## src/rtl/dmac_chan_arbiter.sv

```systemverilog
// rtl/dmac_chan_arbiter.sv - DMA channel arbiter: request capture, fixed/round-robin arbitration, bus handshake, completion interrupts
module dmac_chan_arbiter #(
    parameter int NUM_CH  = 4,
    parameter int RR_MODE = 0,
    parameter int SW      = $clog2(NUM_CH)
) (
    input  logic              clk,
    input  logic              rst,
    input  logic [NUM_CH-1:0] DmacReq,
    input  logic [NUM_CH-1:0] Ch_Mask,
    input  logic              Ch_Done,
    input  logic              Bus_Grant,
    input  logic [NUM_CH-1:0] Irq_Clr,
    output logic [NUM_CH-1:0] ReqAck,
    output logic              Bus_Req,
    output logic [NUM_CH-1:0] Ch_En,
    output logic [SW-1:0]     Ch_Sel,
    output logic              Xfer_Go,
    output logic              Busy,
    output logic [NUM_CH-1:0] Ch_Irq,
    output logic              Interrupt
);

    typedef enum logic [1:0] {
        IDLE   = 2'd0,
        ACK    = 2'd1,
        BUS    = 2'd2,
        ACTIVE = 2'd3
    } state_t;

    state_t            state;
    state_t            next_state;

    logic [NUM_CH-1:0] prev_req;
    logic              primed;
    logic [NUM_CH-1:0] pending;
    logic [NUM_CH-1:0] eligible;
    logic [NUM_CH-1:0] req_rise;
    logic [NUM_CH-1:0] sel_onehot;
    logic [NUM_CH-1:0] done_set;
    logic [SW-1:0]     ptr;
    logic [SW-1:0]     ptr_next;
    logic [SW-1:0]     ch_sel_q;
    logic [SW-1:0]     winner;
    logic [SW-1:0]     low_win;
    logic [SW-1:0]     hi_win;
    logic              hi_found;
    logic [NUM_CH-1:0] ch_irq_q;
    logic              done_evt;

    // A masked channel may still hold a stale pending bit for one cycle; never let it win.
    assign eligible = pending & Ch_Mask;

    // primed stays low for the first edge after reset so a level held high through reset is not an edge.
    assign req_rise = DmacReq & ~prev_req & Ch_Mask & {NUM_CH{primed}};

    assign done_evt = (state == ACTIVE) && Ch_Done;
    assign done_set = done_evt ? sel_onehot : '0;

    assign ptr_next = (ch_sel_q == SW'(NUM_CH - 1)) ? '0 : ch_sel_q + SW'(1);

    // Decode the owning channel index into a one-hot vector.
    always_comb begin
        sel_onehot = '0;
        for (int i = 0; i < NUM_CH; i++) begin
            sel_onehot[i] = (ch_sel_q == SW'(i));
        end
    end

    // Winner select: lowest eligible index, or first eligible at/above ptr with wrap.
    always_comb begin
        low_win  = '0;
        hi_win   = '0;
        hi_found = 1'b0;
        for (int i = NUM_CH - 1; i >= 0; i--) begin
            if (eligible[i]) begin
                low_win = SW'(i);
            end
            if (eligible[i] && (SW'(i) >= ptr)) begin
                hi_win   = SW'(i);
                hi_found = 1'b1;
            end
        end
        if ((RR_MODE != 0) && hi_found) begin
            winner = hi_win;
        end else begin
            winner = low_win;
        end
    end

    // Request edge tracking and pending set/clear; a new edge beats a same-cycle ack clear.
    always_ff @(posedge clk or negedge rst) begin
        if (!rst) begin
            prev_req <= '0;
            primed   <= 1'b0;
            pending  <= '0;
        end else begin
            prev_req <= DmacReq;
            primed   <= 1'b1;
            pending  <= (pending & ~ReqAck & Ch_Mask) | req_rise;
        end
    end

    // FSM state register.
    always_ff @(posedge clk or negedge rst) begin
        if (!rst) begin
            state <= IDLE;
        end else begin
            state <= next_state;
        end
    end

    // FSM next-state logic.
    always_comb begin
        next_state = state;
        case (state)
            IDLE:    if (|eligible) next_state = ACK;
            ACK:     next_state = BUS;
            BUS:     if (Bus_Grant) next_state = ACTIVE;
            ACTIVE:  if (Ch_Done) next_state = IDLE;
            default: next_state = IDLE;
        endcase
    end

    // FSM outputs; grant loss in ACTIVE only gates Xfer_Go, ownership is kept.
    always_comb begin
        ReqAck  = '0;
        Bus_Req = 1'b0;
        Ch_En   = '0;
        Xfer_Go = 1'b0;
        Busy    = (state != IDLE);
        case (state)
            ACK: begin
                ReqAck = sel_onehot;
            end
            BUS: begin
                Bus_Req = 1'b1;
                Ch_En   = sel_onehot;
            end
            ACTIVE: begin
                Bus_Req = 1'b1;
                Ch_En   = sel_onehot;
                Xfer_Go = Bus_Grant;
            end
            default: begin
            end
        endcase
    end

    // Latch the winner on arbitration and advance the round-robin pointer on completion.
    always_ff @(posedge clk or negedge rst) begin
        if (!rst) begin
            ch_sel_q <= '0;
            ptr      <= '0;
        end else begin
            if ((state == IDLE) && (|eligible)) begin
                ch_sel_q <= winner;
            end
            if (done_evt) begin
                ptr <= ptr_next;
            end
        end
    end

    // Sticky completion flags; a completion beats a same-cycle write-1-to-clear.
    always_ff @(posedge clk or negedge rst) begin
        if (!rst) begin
            ch_irq_q <= '0;
        end else begin
            ch_irq_q <= (ch_irq_q & ~Irq_Clr) | done_set;
        end
    end

    assign Ch_Sel    = ch_sel_q;
    assign Ch_Irq    = ch_irq_q;
    assign Interrupt = |ch_irq_q;

endmodule

```

## config.mk

```make
export PLATFORM = sky130hd
export DESIGN_NAME = dmac_chan_arbiter
export DESIGN_NICKNAME = d
export VERILOG_FILES = /design/src/rtl/dmac_chan_arbiter.sv
export SDC_FILE = /design/constraint.sdc
export NUM_CORES = 1
export LEC_CHECK = 0
export BUFFER_PORTS_ARGS = -buffer_cell sky130_fd_sc_hd__buf_2
export CAP_MARGIN = 20
export CORE_ASPECT_RATIO = 0.7
export CORE_MARGIN = 2
export CORE_UTILIZATION = 35
export CTS_CLUSTER_SIZE = 14
export DETAILED_ROUTE_END_ITERATION = 7
export GPL_TIMING_DRIVEN = 0
export PLACE_DENSITY = 0.61
export RECOVER_POWER = 50
export REMOVE_ABC_BUFFERS = 1
export SYNTH_ARGS = -nofsm -noshare
export SYNTH_HDL_FRONTEND = slang
export SYNTH_SLANG_ARGS = --single-unit
```

## constraint.sdc

```tcl
create_clock -name clk -period 2.71 [get_ports clk]
set_clock_uncertainty 0.1 [all_clocks]
set_input_delay 0.271 -clock clk [delete_from_list [all_inputs] [get_ports clk]]
set_output_delay 0.271 -clock clk [all_outputs]
set_load 0.005 [all_outputs]
```

==> out/results.tsv <==
metric	value	unit
multi_input_comb_area	360	um2
yosys-top-cells-area	dfrtp_1 (51%), ha_1 (7.5%), inv_1 (6.3%)	
syn_to_final_growth	32.8	%
antenna_left	0	
setup_violations	0	
crit_type	register to output port	
layout_min_cycle_time	1.90	ns
synth_top_cells_by_count	dfrtp_1 (17), inv_1 (14), nor2_1 (9), nand2_1 (6)	
via_per_inst	4.59	
ys_seq_area_frac	0.507	
clock-root-buffer	clkbuf_4	
antenna_found_initial	0	
area.sequential	425	um2
die_h	44.9	um
place_area	1040	um2
cp.required	2.34	ns
whs	0.0537	ns
use_met3	0.0599	
p_leak	0.586	nW
grt_pass1_wl	3.23	mm
drtIter0Drc	5	
ios	34	
ys_seq_elements	17	
drv_cap	0	
dp.final_hpwl	1.48	mm
finalNetCount	147	
final_cell_count_no_fill	157	
initial_utilization	0.380	
wirelength	1.84	mm
power_density	823	nW/um2
insertion_delay	0.28	ns
clkSinkCount	17	
gr-total-overflow	0	
synth_area_leader_cell	dfrtp_1	
row_count	14	
fp.dieW	62.5	um
yosys.area.top_type_share	0.507	
path_clk_slew	0.09	ns
yosysWarnings	0	
yosys_most_used_dff	dfrtp_1	
grt_use_met2	0.271	
ctsLongestPathBuffers	2	
outcome	completed	
fmax	0.526	GHz
hold_viol_final	0	
globalplace.congestion	0.718	
syn_area	838	um2
syn_inst	83	
grt_max_degree	18	
layout-drive-gt1-share	0.296	
port_buffers	33	
grt_use_met1	0.181	
routedWlPerCell	11.7	um
dp.cells	148	
dieArea	2810	um2
fin_area	1110	um2
rsz0062_at_grt	false	
coreArea	2210	um2
synth_most_common_cell	dfrtp_1	
top_usage_layer	met2	
diodes	0	
worst_ir_drop_vdd	0.428	mV
ys_types	27	
fillers	232	
synth_edf_count	0	
vias	720	
start_kind	register	
grt_pass1_vias	713	
cts_setup_buffers	0	
route.detailed.drc	0	
tns	0	ns
cts_buffers	3	
h-tree-depth	1	
final.period_utilization	0.702	
report.power.total	917	uW
hp-class	input pin to register	
cts_tree	yes	
synthArstFlopShare	1.00	
drtPass1Iterations	3	
end_kind	output port	
grt_usage	0.152	
worstMarginPinSlew	0.917	ns
maxSlewViolCount	0	
avgSynthCellArea	10.1	um2
maxSlewHeadroom	0.389	
cp.arrival	1.53	ns
crit_fanout	5	
[per-layer routing]
metal / part of all wire / vias up
li1: - / 363
met1: 0.44 / 338
met2: 0.51 / 19
met3: 0.059 / 0
met4: 0 / 0
met5: 0 / -
[layout by cell type (no fill, tap or decap), types with 3 or more instances in the layout]
cell	count
o22ai_1	5
nand2_1	6
dlygate4sd3_1	5
ha_1	5
clkbuf_4	3
nor2_1	9
dfrtp_1	17
clkbuf_1	6
buf_2	28
and2_1	3
inv_1	14
[final timing paths]
check                           cells past startpoint             startpoint  slack [ns]                   end
worst max-delay path                                5   state[0]$_DFFE_PN0P_        0.81              Ch_En[3]
worst min-delay path                                2             Irq_Clr[1]        0.05   Ch_Irq[1]$_DFF_PN0_
worst max register to register                      6   state[0]$_DFFE_PN0P_        1.01  state[1]$_DFFE_PN0P_
worst min register to register                      2  prev_req[1]$_DFF_PN0_        0.46  pending[1]$_DFF_PN0_
max in group asynchronous                           2                    rst        1.42  state[1]$_DFFE_PN0P_
min in group asynchronous                           2                    rst        0.53  pending[2]$_DFF_PN0_
[sequential cells by signal (all words and copies together) (netlist names)]
register and count:
Ch_Irq 4, pending 4, prev_req 4, Ch_Sel 2, state 2, primed 1
[power by group]
group / internal, mW / leakage [nW] / total [mW] / switching (mW)
sequential: 0.305 / 0.217 / 0.360 / 0.0558
combinational: 0.207 / 0.354 / 0.427 / 0.220
clock: 0.0571 / 0.0150 / 0.130 / 0.0727
total: 0.568 / 0.586 / 0.917 / 0.348
[cell families after synthesis]
family	Yosys count	share of synthesized area
AOI/OAI and AO/OA	17	0.160
adders and majority gates	5	0.0746
buffers and inverters	14	0.0627
DFF	17	0.507
muxes	2	0.0298
other	1	0.00447
and+or+nand+nor	27	0.161
[stage by stage]
step | util | setup WS [ns]
3_3_place_gp | 0.473 | 1.04
6_report | 0.505 | 0.808
3_5_place_dp | 0.473 | 1.01
2_1_floorplan | - | 1.12
5_1_grt | 0.505 | 0.701
4_1_cts | 0.507 | 0.809
[timing repair]
item | 4_1_cts | 5_1_grt
endpoints found under the hold margin | 21 | 0
gates resized for setup | 0 | 0
hold buffers | 5 | 0
[critical path: stages (launching register included)]
cell	delay, ns
dfrtp_1	0.39
inv_1	0.10
ha_1	0.24
nor2_1	0.30
nor2_1	0.09
buf_2	0.14
[cell type report]
| type | count | area share |
|---|---|---|
| Sequential cell | 17 | 0.382 |
| Multi-Input combinational cell | 52 | 0.324 |
| Timing Repair Buffer | 38 | 0.188 |
| Inverter | 14 | 0.0472 |
| Tap cell | 32 | 0.0360 |
| Clock buffer | 4 | 0.0236 |
No activity file was read; power rests on OpenSTA's default activity.
